[src/rtl/arb16_rr_pkg.sv]
// arb16_rr_pkg: constants shared by the 16-way round-robin arbiter.
//   N_REQ   number of requesters
//   SEL_W   width of the mux select / owner index
//   HOLD_W  width of the hold counter
//   ST_*    FSM state encodings
package arb16_rr_pkg;
    localparam int N_REQ  = 16;
    localparam int SEL_W  = 4;
    localparam int HOLD_W = 8;

    localparam logic [0:0] ST_IDLE = 1'b0;
    localparam logic [0:0] ST_BUSY = 1'b1;
endpackage

[src/rtl/arb16_rr_pick.sv]
// rr_pick16: combinational wrap-around priority search.
//   req   [15:0] in   request vector
//   ptr   [3:0]  in   starting index (highest priority)
//   found        out  any request set
//   idx   [3:0]  out  first set bit at or above ptr, wrapping 15->0
module rr_pick16
    import arb16_rr_pkg::*;
(
    input  logic [N_REQ-1:0] req,
    input  logic [SEL_W-1:0] ptr,
    output logic             found,
    output logic [SEL_W-1:0] idx
);
    logic [SEL_W-1:0] w_j;

    // Walk offsets from farthest to nearest so the nearest hit is the
    // last assignment and therefore wins.
    always_comb begin
        found = 1'b0;
        idx   = ptr;
        w_j   = ptr;
        for (int k = N_REQ - 1; k >= 0; k--) begin
            w_j = ptr + SEL_W'(k);
            if (req[w_j]) begin
                found = 1'b1;
                idx   = w_j;
            end
        end
    end
endmodule

[src/rtl/arb16_rr.sv]
// arb16_rr: 16-requester round-robin arbiter with a bounded hold time,
// driving the select of a shared 16:1 mux path.
//   clk           in   rising-edge clock
//   reset_n       in   asynchronous active-low reset
//   req   [15:0]  in   per-requester request
//   gnt   [15:0]  out  one-hot grant (zero when no owner)
//   sel   [3:0]   out  owner index; holds last owner while idle
//   busy          out  a grant is active
//   forced        out  one-cycle pulse after a hold-timeout revocation
// MAX_HOLD (legal 1..255) bounds the consecutive cycles of one grant.
module arb16_rr
    import arb16_rr_pkg::*;
#(
    parameter int MAX_HOLD = 8
) (
    input  logic             clk,
    input  logic             reset_n,
    input  logic [N_REQ-1:0] req,
    output logic [N_REQ-1:0] gnt,
    output logic [SEL_W-1:0] sel,
    output logic             busy,
    output logic             forced
);
    logic [0:0]        r_state;
    logic [SEL_W-1:0]  r_owner;
    logic [SEL_W-1:0]  r_ptr;
    logic [HOLD_W-1:0] r_hold;
    logic              r_forced;

    logic              w_found;
    logic [SEL_W-1:0]  w_idx;

    rr_pick16 u_pick (
        .req   (req),
        .ptr   (r_ptr),
        .found (w_found),
        .idx   (w_idx)
    );

    // The hold counter is loaded with 1 on grant so it equals the number
    // of grant cycles already served; at MAX_HOLD the grant is revoked.
    // Any release drops to IDLE for one cycle, giving the mux a dead cycle.
    always_ff @(posedge clk or negedge reset_n) begin
        if (!reset_n) begin
            r_state  <= ST_IDLE;
            r_owner  <= '0;
            r_ptr    <= '0;
            r_hold   <= '0;
            r_forced <= 1'b0;
        end else begin
            r_forced <= 1'b0;
            case (r_state)
                ST_IDLE: begin
                    if (w_found) begin
                        r_state <= ST_BUSY;
                        r_owner <= w_idx;
                        r_hold  <= HOLD_W'(1);
                    end
                end
                ST_BUSY: begin
                    if (!req[r_owner]) begin
                        r_state <= ST_IDLE;
                        r_ptr   <= r_owner + SEL_W'(1);
                    end else if (r_hold >= HOLD_W'(MAX_HOLD)) begin
                        r_state  <= ST_IDLE;
                        r_ptr    <= r_owner + SEL_W'(1);
                        r_forced <= 1'b1;
                    end else begin
                        r_hold <= r_hold + HOLD_W'(1);
                    end
                end
                default: r_state <= ST_IDLE;
            endcase
        end
    end

    // Grant is decoded from registered state only, never from live req.
    always_comb begin
        gnt = '0;
        if (r_state == ST_BUSY) gnt[r_owner] = 1'b1;
    end

    assign sel    = r_owner;
    assign busy   = (r_state == ST_BUSY);
    assign forced = r_forced;
endmodule

[config.mk]
export PLATFORM = sky130hd
export DESIGN_NAME = arb16_rr
export DESIGN_NICKNAME = d
export VERILOG_FILES = /design/src/rtl/arb16_rr_pkg.sv /design/src/rtl/arb16_rr_pick.sv /design/src/rtl/arb16_rr.sv
export SDC_FILE = /design/constraint.sdc
export NUM_CORES = 1
export LEC_CHECK = 0
export BUFFER_PORTS_ARGS = -buffer_cell sky130_fd_sc_hd__clkbuf_2
export CORE_UTILIZATION = 54
export CTS_BUF_LIST = sky130_fd_sc_hd__clkbuf_8
export DETAILED_ROUTE_END_ITERATION = 10
export GPL_TIMING_DRIVEN = 0
export PLACE_DENSITY = 0.79
export REMOVE_ABC_BUFFERS = 1
export SLEW_MARGIN = 20
export SYNTH_ARGS = -nofsm -noshare
export SYNTH_HDL_FRONTEND = slang
export SYNTH_HIERARCHICAL = 1
export SYNTH_SLANG_ARGS = --single-unit
[constraint.sdc]
create_clock -name clk -period 4.31 [get_ports clk]
set_clock_uncertainty 0.2 [all_clocks]
set_input_delay 0.862 -clock clk [delete_from_list [all_inputs] [get_ports clk]]
set_output_delay 0.862 -clock clk [all_outputs]
set_load 0.05 [all_outputs]
==> impl_results.md <==
* Outcome: complete, no violations
* Post-synthesis sequential area ratio at a little over an eighth
* Highest Clock Rate at 0.240 GHz
* CP Cell Sequence: inv_1 > ha_4 > mux4_2 > mux2i_2 > mux2i_2 > a2111oi_4 > and2b_1 > o211a_1 > a2111oi_1 > or3b_1 > nand2_1 > o21ai_0
* Mapped Cells at 351
* Min cycle time layout at 4160 ps
* Commonest non-fill, non-tap cells in the layout: clkbuf_2 (39), nor2_1 (31), mux2i_1 (30)
* All-Layer GR Usage at 28.8%
* Fillers at 479
* Worst slew pin tran at just over 900 ps
* Worst-case clock buffer depth at 2
* Fin. max-slew vios at 0
* CTS tree: built
* EDFF count, synth at 0
* Largest net degree at the start of global routing at 26
* Total vias in the final route at 3236
* Routability Congestion at between 0.9 and 1
* Global-route wire length before repair at 14400 microns
* Initial antenna violation count at 0
* Crit path DAT at about 4100 ps
* Share of the clock period used by the worst path at a little over nine tenths
* Die ar. at 0.00645 sq mm
* Met1 GRT Util at a little over two fifths
* Crit path launch type: flip-flop
* Commonest non-fill, non-tap cell in the layout: clkbuf_2
* M3 GR Usage at 2.95%
* CP top delay family: multiplexers
* Cell Count Post-Placement at 448
* Final setup viols at 0
* Hold Vio Cnt, Final at 0
* Routing usage on met2 at 46.3%
* Via/cell ratio at between 7 and 8
* CTS Buf Count at 3
* Crit-path most repeated cell: mux2i_2
* Crit Path Max Fanout at 14
* Final TNS setup at 0 ps
* Slew Limit Headroom at 38.4%
* Clock root buffer: clkbuf_8
* Max Cap Viol at 0
* Port Buffer Count at 39
* Row cnt at 28
* Vias in the first global route at between 2000 and 3000
* Cell at the slowest stage of the critical path: dfrtp_4
* Antenna-violating nets left at 0
* H-Tree Depth at 1
* Residual DRC count at 0
* Layout cell share with drive strength beyond 1 at approximately 27%
* Nets at 414
* Worst-path clk slew at 60 ps
* Synth warn at 6
* Congestion Overflow GR at 0
* Unrepaired setup endpoints after global routing: yes
* DR pass1 iterations at 5
* Setup CP Type: flip-flop to flip-flop
* Ys async rst share at 100%
* CP Buf/Inv Count at 1
* Slowest stage delay, CP at 570 ps
* Avg Inst Size Synth at 9.44 sq um
* Worst skew pair latency at roughly 250 ps
* Die Wd at 80.3 microns
* I/O pins at 40
* Synthesized area at 0.00331 sq mm
* Sink Count at 18
* Final WL at a little over 9000 microns
* Fin cells at 456
* Iter 0 DRT Violations at about 280
* HP Class: flip-flop to flip-flop
* Dominant synthesized flop cell: dfrtp_1
* Ant diodes at 0
* Die Y at 80.3 microns
* Core Area at 0.00592 sq mm
* Initial Utilization at 55.9%
* Area growth syn-to-layout at 10.3%
* Detailed placement HPWL at 6460 microns
* Cell variety after synth at 67
* Global route hottest layer: met2
* Routed wire per std cell at 20.1 microns
* Crit end category: flip-flop
* Worst EP required at 4230 ps
* Flops & latches, synth at 18
==> cells in the mapped netlist, drive strengths merged, types with 3 or more instances <==
library cell / count / area (sq um)
mux4: 31 / 732
inv: 17 / 63.8
or2: 3 / 18.8
xnor2: 11 / 111
a211oi: 4 / 30.0
a221oi: 3 / 26.3
xor2: 3 / 26.3
nand3b: 3 / 22.5
a2111oi: 3 / 45.1
a21oi: 19 / 95.1
o22ai: 5 / 45.0
nand2b: 8 / 50.1
dfrtp: 18 / 450
nand2: 28 / 105
clkbuf: 7 / 26.3
mux2: 18 / 221
buf: 10 / 70.1
nor2b: 7 / 43.8
or3: 3 / 18.8
nand3: 8 / 40.0
mux2i: 34 / 340
nor3: 7 / 35.0
o211ai: 5 / 37.5
ha: 13 / 163
o21ai: 14 / 70.1
nor2: 32 / 128
==> per-layer routing <==
layer  up-vias  part of all wire [%]
li1       1427                     -
met1      1586                    41
met2       200                    49
met3        23                   8.9
met4         0                   1.8
met5         -                     0
==> flip-flops by register name (all words and copies together), names as in the netlist <==
signal / count
sel: 4
r_ptr: 4
busy: 1
r_hold: 8
forced: 1
==> logic make-up (layout without fill, tap and decap cells) <==
logic type      Yosys count  in the layout  share of synthesized area (%)
buf+inv                  35             65                           4.95
mux                      83             83                           39.1
simple gates            110            110                           16.4
xor+xnor                 14             14                           4.16
fa+ha+maj                13             13                           4.91
compound gates           78             78                           16.9
flops                    18             18                           13.6
==> layout make-up <==
class | instances | area (sq um) | area share (%)
timing repair buffer | 44 | 243 | 6.65
clock buffer | 3 | 41.3 | 1.13
multi-input combinational | 298 | 2750 | 75.2
inverter | 18 | 67.6 | 1.85
sequential | 18 | 459 | 12.6
tap | 75 | 93.8 | 2.57
==> worst paths after layout <==
path | start | end | slack [ps] | cells after the start
max | r_ptr[1]$_DFFE_PN0P_ | sel[1]$_DFFE_PN0P_ | 150 | 12
max reg2reg | r_ptr[1]$_DFFE_PN0P_ | sel[1]$_DFFE_PN0P_ | 150 | 12
max in group asynchronous | reset_n | r_ptr[1]$_DFFE_PN0P_ | 3230 | 1
min reg2reg | r_hold[6]$_DFFE_PN0P_ | r_hold[6]$_DFFE_PN0P_ | 300 | 1
min | r_hold[6]$_DFFE_PN0P_ | r_hold[6]$_DFFE_PN0P_ | 300 | 1
min in group asynchronous | reset_n | busy$_DFF_PN0_ | 340 | 1
==> through the flow <==
step                      instance area, sq um  util, %  worst slack [ps]  hold slack, ps
final                                     3650     61.7               146             300
after global routing                      3650     61.7              1.88             324
after CTS                                 3590     60.6              49.3             306
after detailed placement                  3500     59.2             -1380             292
after global placement                    3500     59.2             -1310             283
after floorplan                           3220        -              -228             265
==> what timing repair did <==
action	in CTS	in global routing
pin swaps	1	1
cloned	0	0
buffers inserted	1	4
hold buffers	0	0
endpoints found under the setup margin	13	4
resized for setup	11	5
Power is not shown: default switching activity piles up to over one toggle a cycle in this logic, so the estimate is an artifact.
